--- src/rtl/llpktbuild_if.sv ---
// Handshake bundle for the packet builder: token input, free-list request/response,
// link-memory write and output-queue descriptor channels.
interface llpktbuild_if #(
  parameter int lpsz  = 8,
  parameter int lpdsz = lpsz + 1
);
  logic                    ip_srdy;
  logic                    ip_drdy;
  logic                    ip_eop;
  logic                    par_srdy;
  logic                    par_drdy;
  logic                    parr_srdy;
  logic                    parr_drdy;
  logic [lpsz-1:0]         parr_page;
  logic                    lnp_srdy;
  logic                    lnp_drdy;
  logic [lpsz+lpdsz-1:0]   lnp_pnp;
  logic                    op_srdy;
  logic                    op_drdy;
  logic [lpsz-1:0]         op_page;

  modport master (
    input  ip_srdy, ip_eop, par_drdy, parr_srdy, parr_page, lnp_drdy, op_drdy,
    output ip_drdy, par_srdy, parr_drdy, lnp_srdy, lnp_pnp, op_srdy, op_page
  );

  modport slave (
    output ip_srdy, ip_eop, par_drdy, parr_srdy, parr_page, lnp_drdy, op_drdy,
    input  ip_drdy, par_srdy, parr_drdy, lnp_srdy, lnp_pnp, op_srdy, op_page
  );
endinterface

--- src/rtl/llpktbuild.sv ---
// Packet builder: allocates one page per token, chains pages in link memory,
// terminates the chain with the stop page and hands the start page to the output queue.
module llpktbuild #(
  parameter int lpsz  = 8,
  parameter int lpdsz = lpsz + 1,
  parameter int cntw  = 16
) (
  input  logic              clk,
  input  logic              reset_n,
  llpktbuild_if.master      bus,
  output logic [cntw-1:0]   pkt_count,
  output logic [cntw-1:0]   page_count
);

  localparam logic [lpdsz-1:0] STOP_PAGE = {1'b1, {(lpdsz-1){1'b0}}};

  typedef enum logic [2:0] {
    IDLE,
    REQ,
    RESP,
    LINK,
    ACK,
    TAIL,
    EMIT
  } state_t;

  state_t            state;
  state_t            state_nxt;
  logic [lpsz-1:0]   start;
  logic [lpsz-1:0]   prev;
  logic [lpsz-1:0]   newp;
  logic              have_prev;

  always_ff @(posedge clk or negedge reset_n) begin
    if (!reset_n) begin
      state <= IDLE;
    end else begin
      state <= state_nxt;
    end
  end

  // Handshake outputs depend only on the state register, never on peer inputs.
  always_comb begin
    state_nxt     = state;
    bus.ip_drdy   = 1'b0;
    bus.par_srdy  = 1'b0;
    bus.parr_drdy = 1'b0;
    bus.lnp_srdy  = 1'b0;
    bus.lnp_pnp   = '0;
    bus.op_srdy   = 1'b0;
    bus.op_page   = '0;
    case (state)
      IDLE: begin
        if (bus.ip_srdy) state_nxt = REQ;
      end
      REQ: begin
        bus.par_srdy = 1'b1;
        if (bus.par_drdy) state_nxt = RESP;
      end
      RESP: begin
        bus.parr_drdy = 1'b1;
        if (bus.parr_srdy) state_nxt = have_prev ? LINK : ACK;
      end
      LINK: begin
        bus.lnp_srdy = 1'b1;
        bus.lnp_pnp  = {prev, 1'b0, newp};
        if (bus.lnp_drdy) state_nxt = ACK;
      end
      ACK: begin
        bus.ip_drdy = 1'b1;
        state_nxt   = bus.ip_eop ? TAIL : IDLE;
      end
      TAIL: begin
        bus.lnp_srdy = 1'b1;
        bus.lnp_pnp  = {prev, STOP_PAGE};
        if (bus.lnp_drdy) state_nxt = EMIT;
      end
      EMIT: begin
        bus.op_srdy = 1'b1;
        bus.op_page = start;
        if (bus.op_drdy) state_nxt = IDLE;
      end
      default: state_nxt = IDLE;
    endcase
  end

  // The first page of a packet seeds both the chain head and the link source.
  always_ff @(posedge clk or negedge reset_n) begin
    if (!reset_n) begin
      start      <= '0;
      prev       <= '0;
      newp       <= '0;
      have_prev  <= 1'b0;
      pkt_count  <= '0;
      page_count <= '0;
    end else begin
      case (state)
        RESP: begin
          if (bus.parr_srdy) begin
            newp       <= bus.parr_page;
            page_count <= page_count + cntw'(1);
            if (!have_prev) begin
              start     <= bus.parr_page;
              prev      <= bus.parr_page;
              have_prev <= 1'b1;
            end
          end
        end
        LINK: begin
          if (bus.lnp_drdy) prev <= newp;
        end
        EMIT: begin
          if (bus.op_drdy) begin
            have_prev <= 1'b0;
            pkt_count <= pkt_count + cntw'(1);
          end
        end
        default: ;
      endcase
    end
  end

endmodule

--- src/flat_wrapper.sv ---
// flat-port wrapper written by rule: the top's interface ports become plain ports
module llpktbuild_flat 
#(
  parameter int lpsz  = 8,
  parameter int lpdsz = lpsz + 1,
  parameter int cntw  = 16
)
  (clk, reset_n, pkt_count, page_count, bus_ip_srdy, bus_ip_eop, bus_par_drdy, bus_parr_srdy, bus_parr_page, bus_lnp_drdy, bus_op_drdy, bus_ip_drdy, bus_par_srdy, bus_parr_drdy, bus_lnp_srdy, bus_lnp_pnp, bus_op_srdy, bus_op_page);
  llpktbuild_if #(.lpsz(lpsz), .lpdsz(lpdsz)) bus_i ();
  input  logic clk;
  input  logic reset_n;
  output logic [cntw-1:0] pkt_count;
  output logic [cntw-1:0] page_count;
  input wire logic [$bits(bus_i.ip_srdy)-1:0] bus_ip_srdy;
  input wire logic [$bits(bus_i.ip_eop)-1:0] bus_ip_eop;
  input wire logic [$bits(bus_i.par_drdy)-1:0] bus_par_drdy;
  input wire logic [$bits(bus_i.parr_srdy)-1:0] bus_parr_srdy;
  input wire logic [$bits(bus_i.parr_page)-1:0] bus_parr_page;
  input wire logic [$bits(bus_i.lnp_drdy)-1:0] bus_lnp_drdy;
  input wire logic [$bits(bus_i.op_drdy)-1:0] bus_op_drdy;
  output wire logic [$bits(bus_i.ip_drdy)-1:0] bus_ip_drdy;
  output wire logic [$bits(bus_i.par_srdy)-1:0] bus_par_srdy;
  output wire logic [$bits(bus_i.parr_drdy)-1:0] bus_parr_drdy;
  output wire logic [$bits(bus_i.lnp_srdy)-1:0] bus_lnp_srdy;
  output wire logic [$bits(bus_i.lnp_pnp)-1:0] bus_lnp_pnp;
  output wire logic [$bits(bus_i.op_srdy)-1:0] bus_op_srdy;
  output wire logic [$bits(bus_i.op_page)-1:0] bus_op_page;
  assign bus_i.ip_srdy = bus_ip_srdy;
  assign bus_i.ip_eop = bus_ip_eop;
  assign bus_i.par_drdy = bus_par_drdy;
  assign bus_i.parr_srdy = bus_parr_srdy;
  assign bus_i.parr_page = bus_parr_page;
  assign bus_i.lnp_drdy = bus_lnp_drdy;
  assign bus_i.op_drdy = bus_op_drdy;
  assign bus_ip_drdy = bus_i.ip_drdy;
  assign bus_par_srdy = bus_i.par_srdy;
  assign bus_parr_drdy = bus_i.parr_drdy;
  assign bus_lnp_srdy = bus_i.lnp_srdy;
  assign bus_lnp_pnp = bus_i.lnp_pnp;
  assign bus_op_srdy = bus_i.op_srdy;
  assign bus_op_page = bus_i.op_page;
  llpktbuild #(.lpsz(lpsz), .lpdsz(lpdsz), .cntw(cntw)) u_core (.clk(clk), .reset_n(reset_n), .bus(bus_i), .pkt_count(pkt_count), .page_count(page_count));
endmodule
--- config.mk ---
export PLATFORM = sky130hd
export DESIGN_NAME = llpktbuild_flat
export DESIGN_NICKNAME = d
export VERILOG_FILES = /design/src/rtl/llpktbuild_if.sv /design/src/rtl/llpktbuild.sv /design/src/flat_wrapper.sv
export SDC_FILE = /design/constraint.sdc
export NUM_CORES = 1
export LEC_CHECK = 0
export ABC_AREA = 1
export BUFFER_PORTS_ARGS = -buffer_cell sky130_fd_sc_hd__buf_2
export CORE_ASPECT_RATIO = 0.75
export CORE_MARGIN = 5
export CORE_UTILIZATION = 30
export CTS_BUF_LIST = sky130_fd_sc_hd__clkbuf_4
export DETAILED_ROUTE_END_ITERATION = 6
export PLACE_DENSITY_LB_ADDON = 0.1
export SYNTH_ARGS = -nofsm -noshare
export SYNTH_HDL_FRONTEND = slang
export SYNTH_SLANG_ARGS = --single-unit
--- constraint.sdc ---
create_clock -name clk -period 3.2 [get_ports clk]
set_clock_uncertainty 0.2 [all_clocks]
set_input_delay 0.16 -clock clk [delete_from_list [all_inputs] [get_ports clk]]
set_output_delay 0.16 -clock clk [all_outputs]
set_load 0.01 [all_outputs]
Word-level counts from Yosys, hierarchy flattened. Index checks and enable logic that the tools add are counted.

Flip-flop bits (word level): 60. Latch bits: 0. Bits in writable memories: 0. Memory bits (read-only): 0. Bits of input ports: 16. Output and inout bits: 62. Logic and storage cells: 56. Memories kept: 0.

Add/subtract/negate cells: 2. Multiply operators: 0. Div/mod/pow operators: 0. Order comparisons: 0. Equality and inequality tests: 13. Shifts and indexed selects: 0. Mux-type cells: 23. Bitwise operators: 1. Reductions and logical operators: 10.

Operators by type and width (number): $pmux 17 s2 (1); $add 16x1->16 const B (2); $mux 8 (4); $mux 3 (8); $pmux 3 s7 (1); $pmux 8 s2 (1); $ne 2x2->1 const B (7); $eq 3x3->1 const B (3); $mux 1 (7); $eq 3x2->1 const B (2); $reduce_and 3->1 (2); $reduce_and 6->1 (1); $reduce_and 2->1 (2); $reduce_and 4->1 (1); $reduce_bool 2->1 (2); $eq 3x1->1 const B (1); $logic_not 3->1 (1); $pmux 1 s2 (1); $reduce_or 2->1 (1); $not 1->1 (1).

Longest topological paths before layout. Gate-level depths: netlist of the first run.

Depth in word-level cells: 3. Mapped depth: 9. Mapped depth without buffers: 9.

Worst setup path before layout of the first run. No wires, ideal clock.

Kind: flip-flop to output port. From: register u_core.state[2]. To: output bus_lnp_pnp[10]. Arrival time: 1237 ps. Required time: 2840 ps. Path slack: 1603 ps. Cell stages (with the launch flop): 8. Buffers on the path: 2. Cells stage by stage: dfrtp_1 -> buf_4 -> nor2_8 -> buf_6 -> nand2_2 -> nand2_1 -> inv_1 -> nor2_1.

Word-level cells in the longest chain between the ends: 2. Elaborated cells between the ends (all ways): 3. Those cells by class: eq/ne: 2; mux: 1.

Ends and longest elaborated chain: start, declared (line llpktbuild.sv:27) `state_t state;`; start signal, assigned (line llpktbuild.sv:38) `state <= state_nxt;`; $eq 3x3->1 or $eq 3x2->1 (tied branches) (line llpktbuild.sv:52) `case (state)`; $pmux 17 s2 (*) (line llpktbuild.sv:52); end, declared (line flat_wrapper.sv:25) `output wire logic [$bits(bus_i.lnp_pnp)-1:0] bus_lnp_pnp;`.

Every way passes the cells marked *; elsewhere a longest branch is shown, timed or not.

Worst setup path after layout of the first run.
From: register u_core.state[0]. To: register u_core.state[2].

Word-level cells in the longest chain between the ends: 3. Elaborated cells between the ends (all ways): 15. Those cells by class: eq/ne: 12; mux: 1; reduce/logical: 2.

Ends and longest elaborated chain (line): $eq 3x3->1 (tied with other cells) (llpktbuild.sv:52); $ne 2x2->1 (no line); $reduce_and 6->1 (no line).

Parallel ways exist; a longest one is shown, timed or not. A chain may end at the register's enable or synchronous reset.

==> impl_metrics.env, run 1 <==
export IMPL_synthTopCellsByCount="124 x nand2_1, 64 x inv_1, 60 x dfrtp_1, 43 x nor2_1, 22 x nand3_1"
export IMPL_postPlaceCellArea_um2=3770
export IMPL_gp_congestion=0.812
export IMPL_finalSetupTns_ps=0
export IMPL_cts_buffers=9
export IMPL_drt_first_pass_iters=4
export IMPL_initial_core_util=0.302
export IMPL_grt_pass1_vias=2774
export IMPL_slew_headroom=0.546
export IMPL_fin_area_um2=4080
export IMPL_rows=33
export IMPL_synth_edff_count=0
export IMPL_io_buffers=77
export IMPL_antenna_found_initial=0
export IMPL_r2r_end="u_core.state[2]"
export IMPL_clk_path_buf_depth=2
export IMPL_min_period_over_period=0.937
export IMPL_grt_busiest_layer="met2"
export IMPL_synth_top_area_cell="dfrtp_1"
export IMPL_crit_path_cell_trace="inv_2, nand3_1, nand2_1, nor2_1, nand3_1, dlygate4sd3_1, nand2_1, dlygate4sd3_1"
export IMPL_syn_to_final_growth_pct=25.4
export IMPL_n_fill_cell=1172
export IMPL_synth_ff_type="dfrtp_1"
export IMPL_ant_nets=0
export IMPL_status="finished clean"
export IMPL_die_h_um=100
export IMPL_fp_dieArea_um2=13100
export IMPL_syn_cell_area_um2=3260
export IMPL_hold_path_depth=3
export IMPL_root_buffer="clkbuf_4"
export IMPL_ys_async_sr_fraction=1.00
export IMPL_worst_pin_slew_ps=681
export IMPL_ys_seq_area_frac=0.461
export IMPL_synth_top_area_share=0.461
export IMPL_synth_most_common_cell="nand2_1"
export IMPL_critPathCaptureType="register"
export IMPL_ios=78
export IMPL_clk_insertion_delay_late_ps=410
export IMPL_synth_area_leaders="dfrtp_1 46%, nand2_1 14%, inv_1 7.4%"
export IMPL_worstHoldStart="bus_parr_srdy"
export IMPL_grt_overflow=0
export IMPL_grt_pass1_wl_um=14100
export IMPL_synth_warnings=0
export IMPL_crit_path_start_kind="register"
export IMPL_cts_tree="yes"
export IMPL_leakage_nw=2.23
export IMPL_whs_endpoint="u_core.page_count[0]"
export IMPL_avgSynthCellArea_um2=7.75
export IMPL_worstSetupPathType="register to register"
export IMPL_holdCritPathClass="input pin to register"
export IMPL_fin_util=0.379
export IMPL_p_per_area_nw_per_um2=637
export IMPL_cts_resized=0
export IMPL_timing_rr_start="u_core.state[0]"
export IMPL_worst_r2r_cell_count=8
export IMPL_cp_arrival_ps=3160
export IMPL_final_cells=663
export IMPL_synth_nets=438
export IMPL_cts_sinks=60
export IMPL_htreeDepth=3
export IMPL_rsz0062_at_grt="no"
export IMPL_worstPathMaxFanout=18
export IMPL_min_period_ps=3000
export IMPL_synth_cell_types=31
export IMPL_vias=2867
export IMPL_place_ws_ps=1030
export IMPL_dp_hpwl_um=6400
export IMPL_dp_cells=631
export IMPL_setup_slack_ps=201
export IMPL_drt_iter0_markers=108
export IMPL_critPathSlowestCell="dfrtp_1"
export IMPL_critical_path_max_stage_delay_ps=790
export IMPL_ys_ff_latch=60
export IMPL_r2r_slack_ps=200
export IMPL_required_ps=3360
export IMPL_grt_met3_usage=0.0473
export IMPL_viasPerCell=4.32
export IMPL_dieWidth_um=130
export IMPL_drive_gt1_frac=0.243
export IMPL_gr_usage_met1=0.198
export IMPL_drv_slew=0
export IMPL_core_region_area_um2=10800
export IMPL_route_detailed_drc=0
export IMPL_diodes=0
export IMPL_met2_usage=0.205
export IMPL_hold_viol_final=0
export IMPL_synth_cells=420
export IMPL_final_setup_viol_count=0
export IMPL_clk_pin_slew_ps=120
export IMPL_wl_per_cell_um=13.0
export IMPL_max_freq_ghz=0.333
export IMPL_layout_nets=536
export IMPL_grt_max_degree=31
export IMPL_peakVddDrop_mv=0.237
export IMPL_wl_um=8640
export IMPL_max_cap_viol_count=0
export IMPL_grt_usage=0.139
## area by class of cell
class,instances,area [um2],area share
clock inverter,6,78.8,0.0193
inverter,68,256,0.0628
timing repair buffer,95,561,0.137
tap,140,175,0.0429
sequential,60,1500,0.368
clock buffer,10,75.1,0.0184
multi-input combinational,284,1440,0.352
## worst max-delay path by stage
stage	slack [ps]	from	end	cells past startpoint
floorplan	1600	u_core.state[2]	bus_lnp_pnp[10]	7
global placement	1090	u_core.state[0]	u_core.start[7]	6
detailed placement	1030	u_core.state[0]	u_core.start[7]	6
CTS	260	u_core.state[0]	u_core.state[2]	8
global route	100	u_core.state[0]	u_core.state[2]	8
finish	200	u_core.state[0]	u_core.state[2]	8
## critical path: cells and delay by family, from the launching register on
| kind | cells | cell delay [ps] |
|---|---|---|
| flip-flops | 1 | 790 |
| AND/OR/NAND/NOR | 5 | 650 |
| buffers and inverters | 3 | 1310 |
## cell usage in the layout, fill, tap and decap left out, types with 10 or more instances in the layout
cell	instances
nand2_1	124
buf_2	77
inv_1	64
dfrtp_1	60
nor2_1	43
nand3_1	22
o21ai_0	18
dlygate4sd3_1	16
nand4_1	11
clkbuf_4	10
## per-layer routing
metal  vias up  share of wire
met5         -              0
met4         0         0.0090
met3         5          0.056
met2        62           0.42
met1      1307           0.51
li1       1493              -
## stage by stage
step | power [mW] | hold WS [ps]
2_1_floorplan | 1.73 | -336
4_1_cts | 2.65 | 22.1
5_1_grt | 2.83 | 62.0
6_report | 2.60 | 56.3
3_5_place_dp | 1.98 | -146
3_3_place_gp | 1.98 | -152
## cells by family (layout without fill, tap and decap cells)
| logic type | after synthesis | in the layout | share of synthesized area |
|---|---|---|---|
| AOI/OAI and AO/OA | 36 | 36 | 0.0665 |
| adders and majority gates | 2 | 2 | 0.00769 |
| xor gates and xnor gates | 18 | 18 | 0.0484 |
| DFF | 60 | 60 | 0.461 |
| and+or+nand+nor | 228 | 228 | 0.318 |
| buffers and inverters | 76 | 179 | 0.0980 |
## where the power goes
part,total [mW],internal [mW],switching [mW]
Clock,0.614,0.319,0.295
Sequential,1.13,0.952,0.181
Combinational,0.851,0.321,0.530
Total,2.60,1.59,1.01
## timing repair
item	in CTS	in global routing
endpoints found under the hold margin	95	0
setup buffers	0	0
hold buffers	16	0
## flip-flops by register name, summed over array words and instances, names as in the netlist
register           count
u_core.start           8
u_core.page_count     16
u_core.prev            8
u_core.newp            8
u_core.have_prev       1
u_core.pkt_count      16
u_core.state           3
(Power assumes the default switching activity.)
==> run 2: changes to the inputs <==
CELL_PAD_IN_SITES_DETAIL_PLACEMENT = 0   (was default)
CELL_PAD_IN_SITES_GLOBAL_PLACEMENT = 1   (was default)
==> run 2 against run 1 <==
- global-route usage barely moved
- wire length fell by 1.0%
- final area fell by 2.2%
- cell count fell by 0.75%
- critical path depth fell by 3
- clock power fell by 28%
- setup slack improved by 550 ps
- hold slack got worse by 12 ps
- register-to-register slack improved by 800 ps
- via count rose by 1.5%
- critical path type is now register to output port
- critical endpoint is now bus_lnp_pnp[16]
==> impl_metrics.env, run 2 (synthesis gave the netlist of run 1 again) <==
export IMPL_worstPathMaxFanout=18
export IMPL_p_int_mw=1.43
export IMPL_hold_path_depth=7
export IMPL_cts_sinks=60
export IMPL_netSwitchingPower_mw=0.971
export IMPL_grt_pass1_vias=2847
export IMPL_critPathSlowestCell="dfrtp_1"
export IMPL_drt_iter0_markers=130
export IMPL_r2r_end="u_core.start[7]"
export IMPL_root_buffer="clkbuf_4"
export IMPL_layout_commonest_cell="nand2_1"
export IMPL_viasPerCell=4.42
export IMPL_min_period_ps=2450
export IMPL_place_ws_ps=1000
export IMPL_grt_overflow=0
export IMPL_fp_dieArea_um2=13100
export IMPL_syn_to_final_growth_pct=22.7
export IMPL_critical_path_max_stage_delay_ps=790
export IMPL_diodes=0
export IMPL_worstSetupPathType="register to output port"
export IMPL_n_fill_cell=1190
export IMPL_crit_path_start_kind="register"
export IMPL_critPathBufInv=2
export IMPL_p_per_area_nw_per_um2=602
export IMPL_required_ps=2840
export IMPL_die_h_um=100
export IMPL_clk_pin_slew_ps=90
export IMPL_reg_largest_list="u_core.page_count x16, u_core.pkt_count x16"
export IMPL_cts_buffers=9
export IMPL_min_period_over_period=0.765
export IMPL_crit_path_cell_trace="nand2_2, nand2_1, inv_1, nor2_1, buf_2"
export IMPL_setup_slack_ps=754
export IMPL_timing_rr_start="u_core.state[0]"
export IMPL_final_cell_mix="124 x nand2_1, 77 x buf_2, 64 x inv_1"
export IMPL_power_share_clock=0.184
export IMPL_cp_arrival_ps=2090
export IMPL_drive_gt1_frac=0.245
export IMPL_path_delay_family="flip-flops"
export IMPL_cp_num_cells=5
export IMPL_dp_hpwl_um=6530
export IMPL_critPathCaptureType="output port"
export IMPL_gp_congestion=0.785
export IMPL_clk_insertion_delay_late_ps=400
export IMPL_route_detailed_drc=0
export IMPL_combPwrFrac=0.345
export IMPL_status="finished clean"
export IMPL_clk_path_buf_depth=2
export IMPL_r2r_slack_ps=1000
export IMPL_swShare=0.404
export IMPL_cts_tree="yes"
export IMPL_ios=78
export IMPL_leakage_nw=2.19
export IMPL_vias=2909
export IMPL_dieWidth_um=130
export IMPL_layout_nets=532
export IMPL_max_freq_ghz=0.409
export IMPL_seqPwrFrac=0.470
export IMPL_slew_headroom=0.542
export IMPL_finalSetupTns_ps=0
export IMPL_grt_max_degree=26
export IMPL_grt_usage=0.139
export IMPL_max_cap_viol_count=0
export IMPL_whs_endpoint="u_core.state[1]"
export IMPL_core_region_area_um2=10800
export IMPL_ant_nets=0
export IMPL_worstHoldStart="bus_par_drdy"
export IMPL_worst_r2r_cell_count=6
export IMPL_rsz0062_at_grt="no"
export IMPL_wl_per_cell_um=13.0
export IMPL_drt_first_pass_iters=4
export IMPL_drv_slew=0
export IMPL_worst_pin_slew_ps=687
export IMPL_htreeDepth=3
export IMPL_initial_core_util=0.302
export IMPL_wl_um=8550
export IMPL_regArea_um2=1500
export IMPL_rows=33
export IMPL_peakVddDrop_mv=0.179
export IMPL_multiInputGateArea_um2=1440
export IMPL_holdCritPathClass="input pin to register"
export IMPL_final_setup_viol_count=0
export IMPL_io_buffers=77
export IMPL_antenna_found_initial=0
export IMPL_hold_viol_final=0
export IMPL_cts_resized=0
export IMPL_grt_pass1_wl_um=14300
[run 2: layer usage]
layer	GRT usage	wire (um)	vias to the layer above
li1	-	-	1493
met1	0.202	4310	1320
met2	0.201	3590	86
met3	0.0436	572	10
met4	0.0359	84	0
met5	0	0	-
[run 2: worst max-delay path by stage]
stage                    startpoint               to  slack (ps)
finish              u_core.state[0]  bus_lnp_pnp[16]         750
global route        u_core.state[0]  bus_lnp_pnp[14]         470
CTS                 u_core.state[0]  bus_lnp_pnp[14]         680
detailed placement  u_core.state[0]  u_core.start[7]        1000
global placement    u_core.state[0]  u_core.start[7]        1070
floorplan           u_core.state[2]  bus_lnp_pnp[10]        1600
[run 2: tightest hold or removal path, stage by stage]
cell and delay [ps]:
buf_2 90, inv_1 50, nand2_1 50, nand2_1 50, inv_1 70, nand3_1 90, nand2_1 50
[run 2: through the flow]
stage / util / total power [mW] / instance area [um2] / hold WS [ps] / instances
6_report: 0.371 / 2.40 / 3990 / 44.0 / 658
2_1_floorplan: - / 1.73 / 3260 / -336 / 420
3_3_place_gp: 0.350 / 1.98 / 3770 / 26.1 / 631
4_1_cts: 0.371 / 2.46 / 3990 / 5.80 / 658
5_1_grt: 0.371 / 2.64 / 3990 / 57.4 / 658
3_5_place_dp: 0.350 / 1.99 / 3770 / 25.7 / 631
[run 2: area by class of cell]
type,count,area share
Clock buffer,12,0.0226
Clock inverter,3,0.00376
Sequential cell,60,0.376
Inverter,68,0.0642
Timing Repair Buffer,91,0.130
Tap cell,140,0.0439
Multi-Input combinational cell,284,0.359
[run 2: power groups by stage]
stage,clock (mW),combinational [mW],sequential [mW]
detailed placement,0,0.841,1.14
global placement,0,0.834,1.14
global route,0.504,0.969,1.16
CTS,0.476,0.855,1.13
floorplan,0,0.645,1.09
finish,0.443,0.831,1.13
[run 2: timing repair]
item,in CTS,in global routing
endpoints found under the hold margin,52,0
hold buffers,12,0
buffers inserted,0,0
==> run 3: changes to the inputs <==
clock period = 2 ns   (was 3.2 ns; I/O delays follow)
==> run 3 against run 2 <==
- critical endpoint is now bus_parr_drdy
- combinational power is 89% higher
- final area increased by 4.7%
- wire length grew 2.1%
- critical path depth down 2
- hold slack better by 240 ps
- die area unchanged
- cell count rose by 2.3%
- setup slack worse by 640 ps
- utilization rose by 1.8 points
- register-to-register slack worse by 830 ps
- global-route usage increased by 0.40 points
==> impl_metrics.env, run 3 (synthesis gave the netlist of run 1 again) <==
export IMPL_status="finished clean"
export IMPL_critPathSlowestCell="dfrtp_2"
export IMPL_layout_nets=547
export IMPL_critical_path_max_stage_delay_ps=460
export IMPL_drt_iter0_markers=214
export IMPL_final_cell_mix="123 x nand2_1, 77 x buf_2, 63 x inv_1"
export IMPL_cts_sinks=60
export IMPL_clk_insertion_delay_late_ps=400
export IMPL_leakage_nw=2.28
export IMPL_htreeDepth=3
export IMPL_critPathCaptureType="output port"
export IMPL_worst_r2r_cell_count=8
export IMPL_grt_overflow=0
export IMPL_viasPerCell=4.31
export IMPL_crit_path_start_kind="register"
export IMPL_max_cap_viol_count=0
export IMPL_cts_buffers=9
export IMPL_worst_pin_slew_ps=408
export IMPL_worstSetupPathType="register to output port"
export IMPL_finalSetupTns_ps=0
export IMPL_drive_gt1_frac=0.266
export IMPL_cp_arrival_ps=1580
export IMPL_die_h_um=100
export IMPL_grt_max_degree=51
export IMPL_clk_pin_slew_ps=90
export IMPL_route_detailed_drc=0
export IMPL_ant_nets=0
export IMPL_dieWidth_um=130
export IMPL_place_ws_ps=139
export IMPL_postPlaceCellArea_um2=3830
export IMPL_hold_viol_final=0
export IMPL_ios=78
export IMPL_layout_commonest_cell="nand2_1"
export IMPL_core_region_area_um2=10800
export IMPL_antenna_found_initial=0
export IMPL_crit_path_cell_trace="buf_4, nor3_1, buf_2"
export IMPL_rsz0062_at_grt="no"
export IMPL_final_cells=673
export IMPL_rows=33
export IMPL_drt_first_pass_iters=4
export IMPL_final_setup_viol_count=0
export IMPL_diodes=0
export IMPL_whs_ps=279
export IMPL_grt_usage=0.143
export IMPL_slew_headroom=0.726
export IMPL_io_buffers=77
export IMPL_timing_rr_start="u_core.state[2]"
export IMPL_drv_slew=0
export IMPL_hold_path_depth=2
export IMPL_max_freq_ghz=0.531
export IMPL_p_per_area_nw_per_um2=996
export IMPL_cts_tree="yes"
export IMPL_wl_per_cell_um=13.0
export IMPL_required_ps=1700
export IMPL_fin_area_um2=4180
export IMPL_wl_um=8730
export IMPL_initial_core_util=0.302
export IMPL_root_buffer="clkbuf_4"
export IMPL_total_power_mw=4.16
export IMPL_setup_slack_ps=118
export IMPL_gp_congestion=0.759
export IMPL_whs_endpoint="u_core.prev[6]"
export IMPL_reg_largest_list="u_core.page_count x16, u_core.pkt_count x16"
export IMPL_holdCritPathClass="register to register"
export IMPL_grt_pass1_vias=2826
export IMPL_worstPathMaxFanout=6
export IMPL_r2r_end="u_core.page_count[8]"
export IMPL_grt_pass1_wl_um=14600
export IMPL_min_period_ps=1880
export IMPL_fin_util=0.388
export IMPL_vias=2901
export IMPL_r2r_slack_ps=170
export IMPL_fp_dieArea_um2=13100
export IMPL_dp_hpwl_um=6560
export IMPL_peakVddDrop_mv=0.372
export IMPL_min_period_over_period=0.941
export IMPL_syn_to_final_growth_pct=28.5
export IMPL_worstHoldStart="u_core.prev[6]"
export IMPL_clk_path_buf_depth=2
export IMPL_dp_cells=637
## run 3: changes by cell type in the layout (fill, tap and decap cells not counted), sizes merged
cell	previous run	this run
buf	79	90
dlygate4sd3	12	16
bufinv	0	1
clkinv	4	3
## run 3: repair_timing
item | CTS | global route
endpoints found under the hold margin | 102 | 0
hold buffers | 17 | 0
gates resized for setup | 4 | 6
endpoints found under the setup margin | 19 | 15
pin swaps | 1 | 0
setup buffers | 5 | 0
## run 3: how the worst max path moves through the flow
stage | start | cells past startpoint | end
detailed placement | u_core.state[1] | 7 | u_core.page_count[8]
global route | u_core.state[0] | 3 | bus_parr_drdy
global placement | u_core.state[1] | 7 | u_core.page_count[8]
CTS | u_core.state[1] | 6 | bus_lnp_pnp[11]
floorplan | u_core.pkt_count[0] | 7 | u_core.pkt_count[14]
finish | u_core.state[0] | 3 | bus_parr_drdy
## run 3: cell type report
cell class                 count  area, um2
sequential                    60       1500
tap                          140        175
multi-input combinational    284       1460
inverter                      68        264
fill                        1142       6590
clock buffer                  12       90.1
clock inverter                 3       38.8
timing repair buffer         106        656
## run 3: report_power, final
group / internal, mW / leakage [nW] / switching [mW]
Clock: 0.412 / 0.0748 / 0.433
Combinational: 0.610 / 1.44 / 0.963
Sequential: 1.53 / 0.770 / 0.219
Total: 2.55 / 2.28 / 1.61
## run 3: worst max-delay path, delay by kind of cell (launching register included)
family        cells  cell delay (ps)
buf+inv           2              380
flops             1              460
simple gates      1              340
## run 3: per-layer routing
layer  vias up  global-route usage  share of wire
li1       1513                   -              -
met1      1331               0.213           0.53
met2        55               0.201           0.42
met3         2              0.0484          0.049
met4         0              0.0312         0.0035
met5         -                   0              0
